File: src/rtl/alu_mdu.sv
// Handshaked ALU with single-cycle logic/arith ops and iterative multiply/divide.
// Multi-cycle ops run one bit per cycle for exactly WIDTH cycles, with no early exit.
module alu_mdu #(
  parameter int WIDTH = 32,
  parameter int CNTW  = $clog2(WIDTH) + 1
) (
  input  logic             clk,
  input  logic             reset,
  input  logic             in_valid,
  output logic             in_ready,
  input  logic [WIDTH-1:0] A,
  input  logic [WIDTH-1:0] B,
  input  logic [3:0]       OP,
  output logic             out_valid,
  input  logic             out_ready,
  output logic [WIDTH-1:0] Res,
  output logic             zero,
  output logic             ovf,
  output logic [1:0]       dbg_state
);

  localparam int SHW = $clog2(WIDTH);
  localparam logic [3:0] OP_ADD = 4'b0010, OP_SUB = 4'b0110, OP_SLTU = 4'b0111,
                         OP_AND = 4'b0000, OP_OR  = 4'b0001, OP_XOR  = 4'b0011,
                         OP_SLL = 4'b0100, OP_SRL = 4'b0101, OP_SRA  = 4'b1000,
                         OP_SLT = 4'b1001, OP_MUL = 4'b1010, OP_DIVU = 4'b1011,
                         OP_REMU = 4'b1100;

  typedef enum logic [1:0] {S_IDLE = 2'd0, S_BUSY = 2'd1, S_DONE = 2'd2} state_t;

  state_t             state_q, state_d;
  logic [CNTW-1:0]    cnt_q, cnt_d;
  logic [2*WIDTH-1:0] acc_q, acc_d;
  logic [WIDTH-1:0]   b_q, b_d;
  logic [3:0]         op_q, op_d;
  logic [WIDTH-1:0]   res_q, res_d;
  logic               zero_q, zero_d;
  logic               ovf_q, ovf_d;

  // Valid/ready: a transfer happens on any rising edge where valid && ready are both
  // high; the producer holds its payload stable until then, and ready never waits on valid.
  assign in_ready  = (state_q == S_IDLE) || ((state_q == S_DONE) && out_ready);
  assign out_valid = (state_q == S_DONE);
  assign Res       = res_q;
  assign zero      = zero_q;
  assign ovf       = ovf_q;
  assign dbg_state = state_q;

  logic [WIDTH-1:0] sum, diff, alu_res;
  logic             alu_ovf;
  logic [SHW-1:0]   sh;

  always_comb begin
    sum     = A + B;
    diff    = A - B;
    sh      = B[SHW-1:0];
    alu_res = '0;
    alu_ovf = 1'b0;
    case (OP)
      OP_ADD: begin
        alu_res = sum;
        alu_ovf = (A[WIDTH-1] == B[WIDTH-1]) && (sum[WIDTH-1] != A[WIDTH-1]);
      end
      OP_SUB: begin
        alu_res = diff;
        alu_ovf = (A[WIDTH-1] != B[WIDTH-1]) && (diff[WIDTH-1] != A[WIDTH-1]);
      end
      OP_SLTU: alu_res[0] = (A < B);
      OP_SLT:  alu_res[0] = ($signed(A) < $signed(B));
      OP_AND:  alu_res = A & B;
      OP_OR:   alu_res = A | B;
      OP_XOR:  alu_res = A ^ B;
      OP_SLL:  alu_res = A << sh;
      OP_SRL:  alu_res = A >> sh;
      OP_SRA:  alu_res = $signed(A) >>> sh;
      default: alu_res = '0;
    endcase
  end

  // acc holds {product_hi, multiplier} for MUL and {remainder, quotient} for DIVU/REMU.
  logic [WIDTH:0]     mul_sum, div_diff;
  logic [2*WIDTH-1:0] mul_next, div_next, iter_next;
  logic [WIDTH-1:0]   iter_res;

  always_comb begin
    mul_sum   = {1'b0, acc_q[2*WIDTH-1:WIDTH]} + {1'b0, b_q};
    mul_next  = acc_q[0] ? {mul_sum, acc_q[WIDTH-1:1]} : {1'b0, acc_q[2*WIDTH-1:1]};
    div_diff  = acc_q[2*WIDTH-1:WIDTH-1] - {1'b0, b_q};
    div_next  = div_diff[WIDTH] ? {acc_q[2*WIDTH-2:0], 1'b0}
                                : {div_diff[WIDTH-1:0], acc_q[WIDTH-2:0], 1'b1};
    iter_next = (op_q == OP_MUL) ? mul_next : div_next;
    iter_res  = (op_q == OP_REMU) ? iter_next[2*WIDTH-1:WIDTH] : iter_next[WIDTH-1:0];
  end

  always_comb begin
    state_d = state_q;
    cnt_d   = cnt_q;
    acc_d   = acc_q;
    b_d     = b_q;
    op_d    = op_q;
    res_d   = res_q;
    zero_d  = zero_q;
    ovf_d   = ovf_q;
    case (state_q)
      S_IDLE, S_DONE: begin
        if ((state_q == S_DONE) && out_ready && !in_valid) state_d = S_IDLE;
        if (in_valid && in_ready) begin
          op_d = OP;
          if (OP == OP_MUL || OP == OP_DIVU || OP == OP_REMU) begin
            state_d = S_BUSY;
            cnt_d   = CNTW'(WIDTH);
            b_d     = B;
            acc_d   = {{WIDTH{1'b0}}, A};
          end else begin
            state_d = S_DONE;
            res_d   = alu_res;
            zero_d  = (alu_res == '0);
            ovf_d   = alu_ovf;
          end
        end
      end
      S_BUSY: begin
        cnt_d = cnt_q - CNTW'(1);
        acc_d = iter_next;
        if (cnt_q == CNTW'(1)) begin
          state_d = S_DONE;
          res_d   = iter_res;
          zero_d  = (iter_res == '0);
          ovf_d   = 1'b0;
        end
      end
      default: state_d = S_IDLE;
    endcase
  end

  always_ff @(posedge clk) begin
    if (reset) begin
      state_q <= S_IDLE;
      cnt_q   <= '0;
      acc_q   <= '0;
      b_q     <= '0;
      op_q    <= '0;
      res_q   <= '0;
      zero_q  <= 1'b1;
      ovf_q   <= 1'b0;
    end else begin
      state_q <= state_d;
      cnt_q   <= cnt_d;
      acc_q   <= acc_d;
      b_q     <= b_d;
      op_q    <= op_d;
      res_q   <= res_d;
      zero_q  <= zero_d;
      ovf_q   <= ovf_d;
    end
  end

endmodule

File: config.mk
export PLATFORM = sky130hd
export DESIGN_NAME = alu_mdu
export DESIGN_NICKNAME = d
export VERILOG_FILES = /design/src/rtl/alu_mdu.sv
export SDC_FILE = /design/constraint.sdc
export NUM_CORES = 1
export LEC_CHECK = 0
export ABC_AREA = 1
export BUFFER_PORTS_ARGS = -buffer_cell sky130_fd_sc_hd__buf_4
export CORE_AREA = 4 4 154 268
export DETAILED_ROUTE_END_ITERATION = 12
export DIE_AREA = 0 0 158 272
export MAX_ROUTING_LAYER = met4
export PLACE_DENSITY_LB_ADDON = 0.15
export SKIP_CTS_REPAIR_TIMING = 1
export SKIP_LAST_GASP = 1
export SYNTH_ARGS = -nofsm -noshare
export SYNTH_HDL_FRONTEND = slang
export SYNTH_SLANG_ARGS = --single-unit
File: constraint.sdc
create_clock -name clk -period 3 [get_ports clk]
set_input_delay 0.15 -clock clk [delete_from_list [all_inputs] [get_ports clk]]
set_output_delay 0.15 -clock clk [all_outputs]
set_load 0.03 [all_outputs]
==> results.txt, run 1 <==
CTS H-tree depth: 4
xor and xnor area share after synthesis: 0.0100
post-synthesis sequential area ratio: 0.136
Exit stage: global routing (5_1_grt)
Final GP Congestion: 1.12
adder-cell share of the synthesized area: 0.106
status: stopped before the end
number of synthesized register bits: 142
CTS Buffer Depth: 2
Post-Syn Instances: 3847
I/O pin total: 110
Synth Area in Compound Gates: 0.220
worst endpoint type: register data pin
Ys Warns: 0
initial core utilization: 0.536
largest net degree at the start of global routing: 82
Site Rows: 96
clock sink count: 142
Port Buffers: 109
die width: 158 um
tool error: [ERROR GRT-0232] Routing congestion too high. Check the congestion heatmap in the GUI.
Total GRT Usage: 0.683
prevailing post-synth register cell: dfxtp_1
Root Driver: clkbuf_16
Post-Synth Simple-Gate Area: 0.400
largest family of logic cells by synthesized area: simple AND/OR/NAND/NOR gates
Remaining Overflow, GRT: 1
CTS Buf Count: 17
Post-Syn Area: 20900 um2
Syn Area/Cell: 5.44 um2
EDFF count, synth: 0
mux contribution to synthesized area: 0.0134
Die Ht: 272 um
asr flop ratio synth: 0
initial antenna violation count: 22
count of cell types in the netlist: 56
grt repair worst endpoint: zero$_SDFFE_PP1P_/D
post-DP HPWL: 92.5 mm
Cell Area, Placed: 25600 um2
synthesized net count: 4093
## cells in the mapped netlist, drive strengths merged, types with 3 or more instances
master,n,share of area
nand2,1257,0.23
inv,457,0.082
nand3,351,0.085
a21oi,348,0.084
nor2,319,0.058
o21ai,278,0.067
ha,170,0.10
dfxtp,142,0.14
clkbuf,101,0.018
buf,57,0.013
o211ai,47,0.017
a31oi,45,0.013
nand4,41,0.012
mux2i,28,0.013
o22ai,27,0.0081
o21a,24,0.0086
nor3,23,0.0055
nand3b,16,0.0057
a22oi,14,0.0050
xnor2,13,0.0054
or2,12,0.0036
xor2,11,0.0046
a21o,10,0.0036
a211oi,8,0.0029
clkinv,8,0.0014
o221ai,5,0.0021
a221oi,4,0.0017
and2,4,0.0012
fa,4,0.0038
nor4,4,0.0012
o21bai,4,0.0014
o31ai,3,0.0011
## per-stage QoR
| stage | util | hold slack, ps | setup slack [ps] | instances |
|---|---|---|---|---|
| after floorplan | - | 300 | 98.6 | 3847 |
| after global placement | 0.656 | 423 | -119 | 4775 |
| after detailed placement | 0.656 | 435 | -190 | 4775 |
| after CTS | 0.671 | -35.0 | -274 | 4807 |
## per-layer routing
metal  overflow  global-route usage
met2          1               0.883
met4          0               0.692
met1          0               0.642
met3          0               0.458
met5          -                   -
## kinds of logic after synthesis
family          count (synthesis)
fa+ha+maj                     174
xor+xnor                       24
flops                         142
buf+inv                       623
compound gates                827
mux                            28
simple gates                 2029
==> run 2: changes to the inputs <==
- CORE_AREA: 4 4 154 268 -> 4 4 237 239
- DIE_AREA: 0 0 158 272 -> 0 0 241 243
- MAX_ROUTING_LAYER: met4 -> unset
- clock period: 3 -> 3.9 ns (I/O delays scaled with it)
==> run 2 against run 1 <==
  * The run now ends clean
  * Synthesized area unchanged
  * Synthesized cell count unchanged
==> results.txt, run 2 <==
most numerous cell in the Yosys netlist: nand2_1
Root Driver: clkbuf_16
Site Rows: 85
die area: 58600 um2
total of max-cap violations: 0
Hold Crit Class: in2reg
FF-to-FF path depth: 25
Total GRT Usage: 0.350
pre-CTS setup slack: 285 ps
Non-Filler Instances: 4594
Ys Warns: 0
Worst EP arrival: 3900 ps
CTS Buffer Depth: 2
Largest register FFs: 64
Pins Over Slew Limit: 0
Hold Path Stages: 4
DR WL/cell: 23.1 um
post-synthesis sequential area ratio: 0.136
Residual DRC: 0
Area Growth Syn to Fin: 11.0%
synthesized net count: 4093
Rel. slew slack: 0.251
main area contributors after synthesis: nand2_1, dfxtp_1, ha_1
initial antenna violation count: 1
CP required: 4290 ps
Worst Setup Start Kind: flop
Post-Syn Instances: 3847
via count: 26470
Post-Syn Area: 20900 um2
Remaining Overflow, GRT: 0
area fraction of the dominant cell type after synthesis: 0.224
fin nets: 4131
CTS tree: done
sequential cell area: 2840 um2
Final setup viols: 0
I/O pin total: 110
Final TNS setup: 0 ps
drt first pass iters: 8
worst vdd ir: 0.220 mV
share of cells above drive strength 1: 0.0642
Core Area: 53800 um2
crit share post-route: 0.900
vias per inst: 5.76
placed cells: 4562
clock sink count: 142
EDFF count, synth: 0
largest net degree at the start of global routing: 97
commonest non-fill, non-tap cell in the layout: nand2_1
fmax: 0.285 GHz
WHS Endpoint: dbg_state[1]$_SDFFE_PP0P_
count of cell types in the netlist: 56
Static Leak: 11.6 nW
Critical Path End Type: flop
Setup WS post-layout: 389 ps
library cell occupying the most area in the post-synthesis netlist: nand2_1
DRT Wirelength: 106 mm
Iter 0 DRT Violations: 2728
Reg with most FFs: acc_q
Reg2Reg Capture Point: zero$_SDFFE_PP1P_
Commonest cells post-synth: nand2_1, inv_1, nand3_1, a21oi_1, nor2_1
crit path time final: 3510 ps
via count of the first global-routing pass: 25593
skew final: 10.8 ps
clock latency on the worst-skew pair: 450 ps
commonest non-fill, non-tap cells in the layout: nand2_1, inv_1, nand3_1, a21oi_1, nor2_1
first-pass GRT wire length: 156 mm
worst slew pin tran: 1120 ps
CTS H-tree depth: 4
Die Ht: 243 um
number of synthesized register bits: 142
asr flop ratio synth: 0
worst hold start: out_ready
power density over the cells: 302 nW/um2
CTS Buf Count: 17
Syn Area/Cell: 5.44 um2
RSZ-0062 raised after global routing: false
initial core utilization: 0.389
Worst Path Max Fanout: 25
post-DP HPWL: 86.2 mm
CTS clk-pin slew, worst paths: 60 ps
multi-input logic area: 15700 um2
prevailing post-synth register cell: dfxtp_1
status: complete, no violations
WS Path Type: reg2reg
Reg2Reg Launch Point: acc_q[31]$_SDFFE_PP0P_
Port Buffers: 109
Final GP Congestion: 1.04
reg-to-reg slack, setup: 390 ps
number of fill cells in the layout: 6237
Hold Vio Cnt, Final: 0
die width: 241 um
DRT antenna net count: 0
-- run 2: cell counts after synthesis --
No cell type changed its count.
-- run 2: kinds of logic after synthesis --
logic type	share of synthesized area
xor+xnor	0.0100
mux	0.0134
simple gates	0.400
fa+ha+maj	0.106
compound gates	0.220
flops	0.136
buf+inv	0.115
-- run 2: layout make-up --
type                            instances  area share
Multi-Input combinational cell       3082       0.676
Clock inverter                         12     0.00900
Timing Repair Buffer                  177      0.0604
Tap cell                              696      0.0375
Sequential cell                       142       0.122
Clock buffer                           19      0.0191
Antenna cell                            1    0.000108
Inverter                              465      0.0751
-- run 2: how the worst max path moves through the flow --
stage / from / endpoint / cells after the start
floorplan: B[3] / zero$_SDFFE_PP1P_ / 26
global placement: acc_q[31]$_SDFFE_PP0P_ / zero$_SDFFE_PP1P_ / 25
detailed placement: acc_q[31]$_SDFFE_PP0P_ / zero$_SDFFE_PP1P_ / 25
CTS: acc_q[31]$_SDFFE_PP0P_ / zero$_SDFFE_PP1P_ / 25
global route: acc_q[31]$_SDFFE_PP0P_ / zero$_SDFFE_PP1P_ / 25
finish: acc_q[31]$_SDFFE_PP0P_ / zero$_SDFFE_PP1P_ / 25
-- run 2: stage by stage --
step / instance area [um2] / hold slack (ps) / power [mW] / util
floorplan: 20900 / 345 / 3.88 / -
global placement: 22600 / 446 / 5.07 / 0.419
detailed placement: 22600 / 455 / 5.06 / 0.419
CTS: 23200 / 12.5 / 6.94 / 0.432
global route: 23200 / 39.5 / 7.41 / 0.432
finish: 23200 / 27.6 / 7.01 / 0.432
-- run 2: routing by layer --
metal  routed length, um  global-route usage
met1               41900               0.426
met2               49800               0.596
met3                6920              0.0328
met4                7380               0.206
met5                   0                   0
-- run 2: critical path, stage by stage, from the launching register on --
cell and delay, ps:
dfxtp_1 330, inv_1 70, ha_1 150, inv_1 70, fa_1 400, nand2_1 90
nand2_1 120, nand3_1 110, nand2_1 110, nand2_1 130, nand2_2 100, nand2_4 110
nand3_2 140, nand2_4 310, nand2_1 100, nand3_1 110, nand3_1 120, nand2_1 110
nand2_1 60, nor2_1 150, nand2_1 150, nor2_1 110, nand3_1 120, nand2_1 90
nand2_1 50, nand2_1 50
-- run 2: power breakdown --
| group | internal (mW) | switching, mW | leakage (nW) | total [mW] |
|---|---|---|---|---|
| logic | 1.01 | 2.53 | 10.1 | 3.54 |
| clock network | 1.16 | 0.722 | 0.311 | 1.88 |
| registers | 1.53 | 0.0743 | 1.15 | 1.60 |
| total | 3.69 | 3.32 | 11.6 | 7.01 |
(Power assumes the default switching activity.)
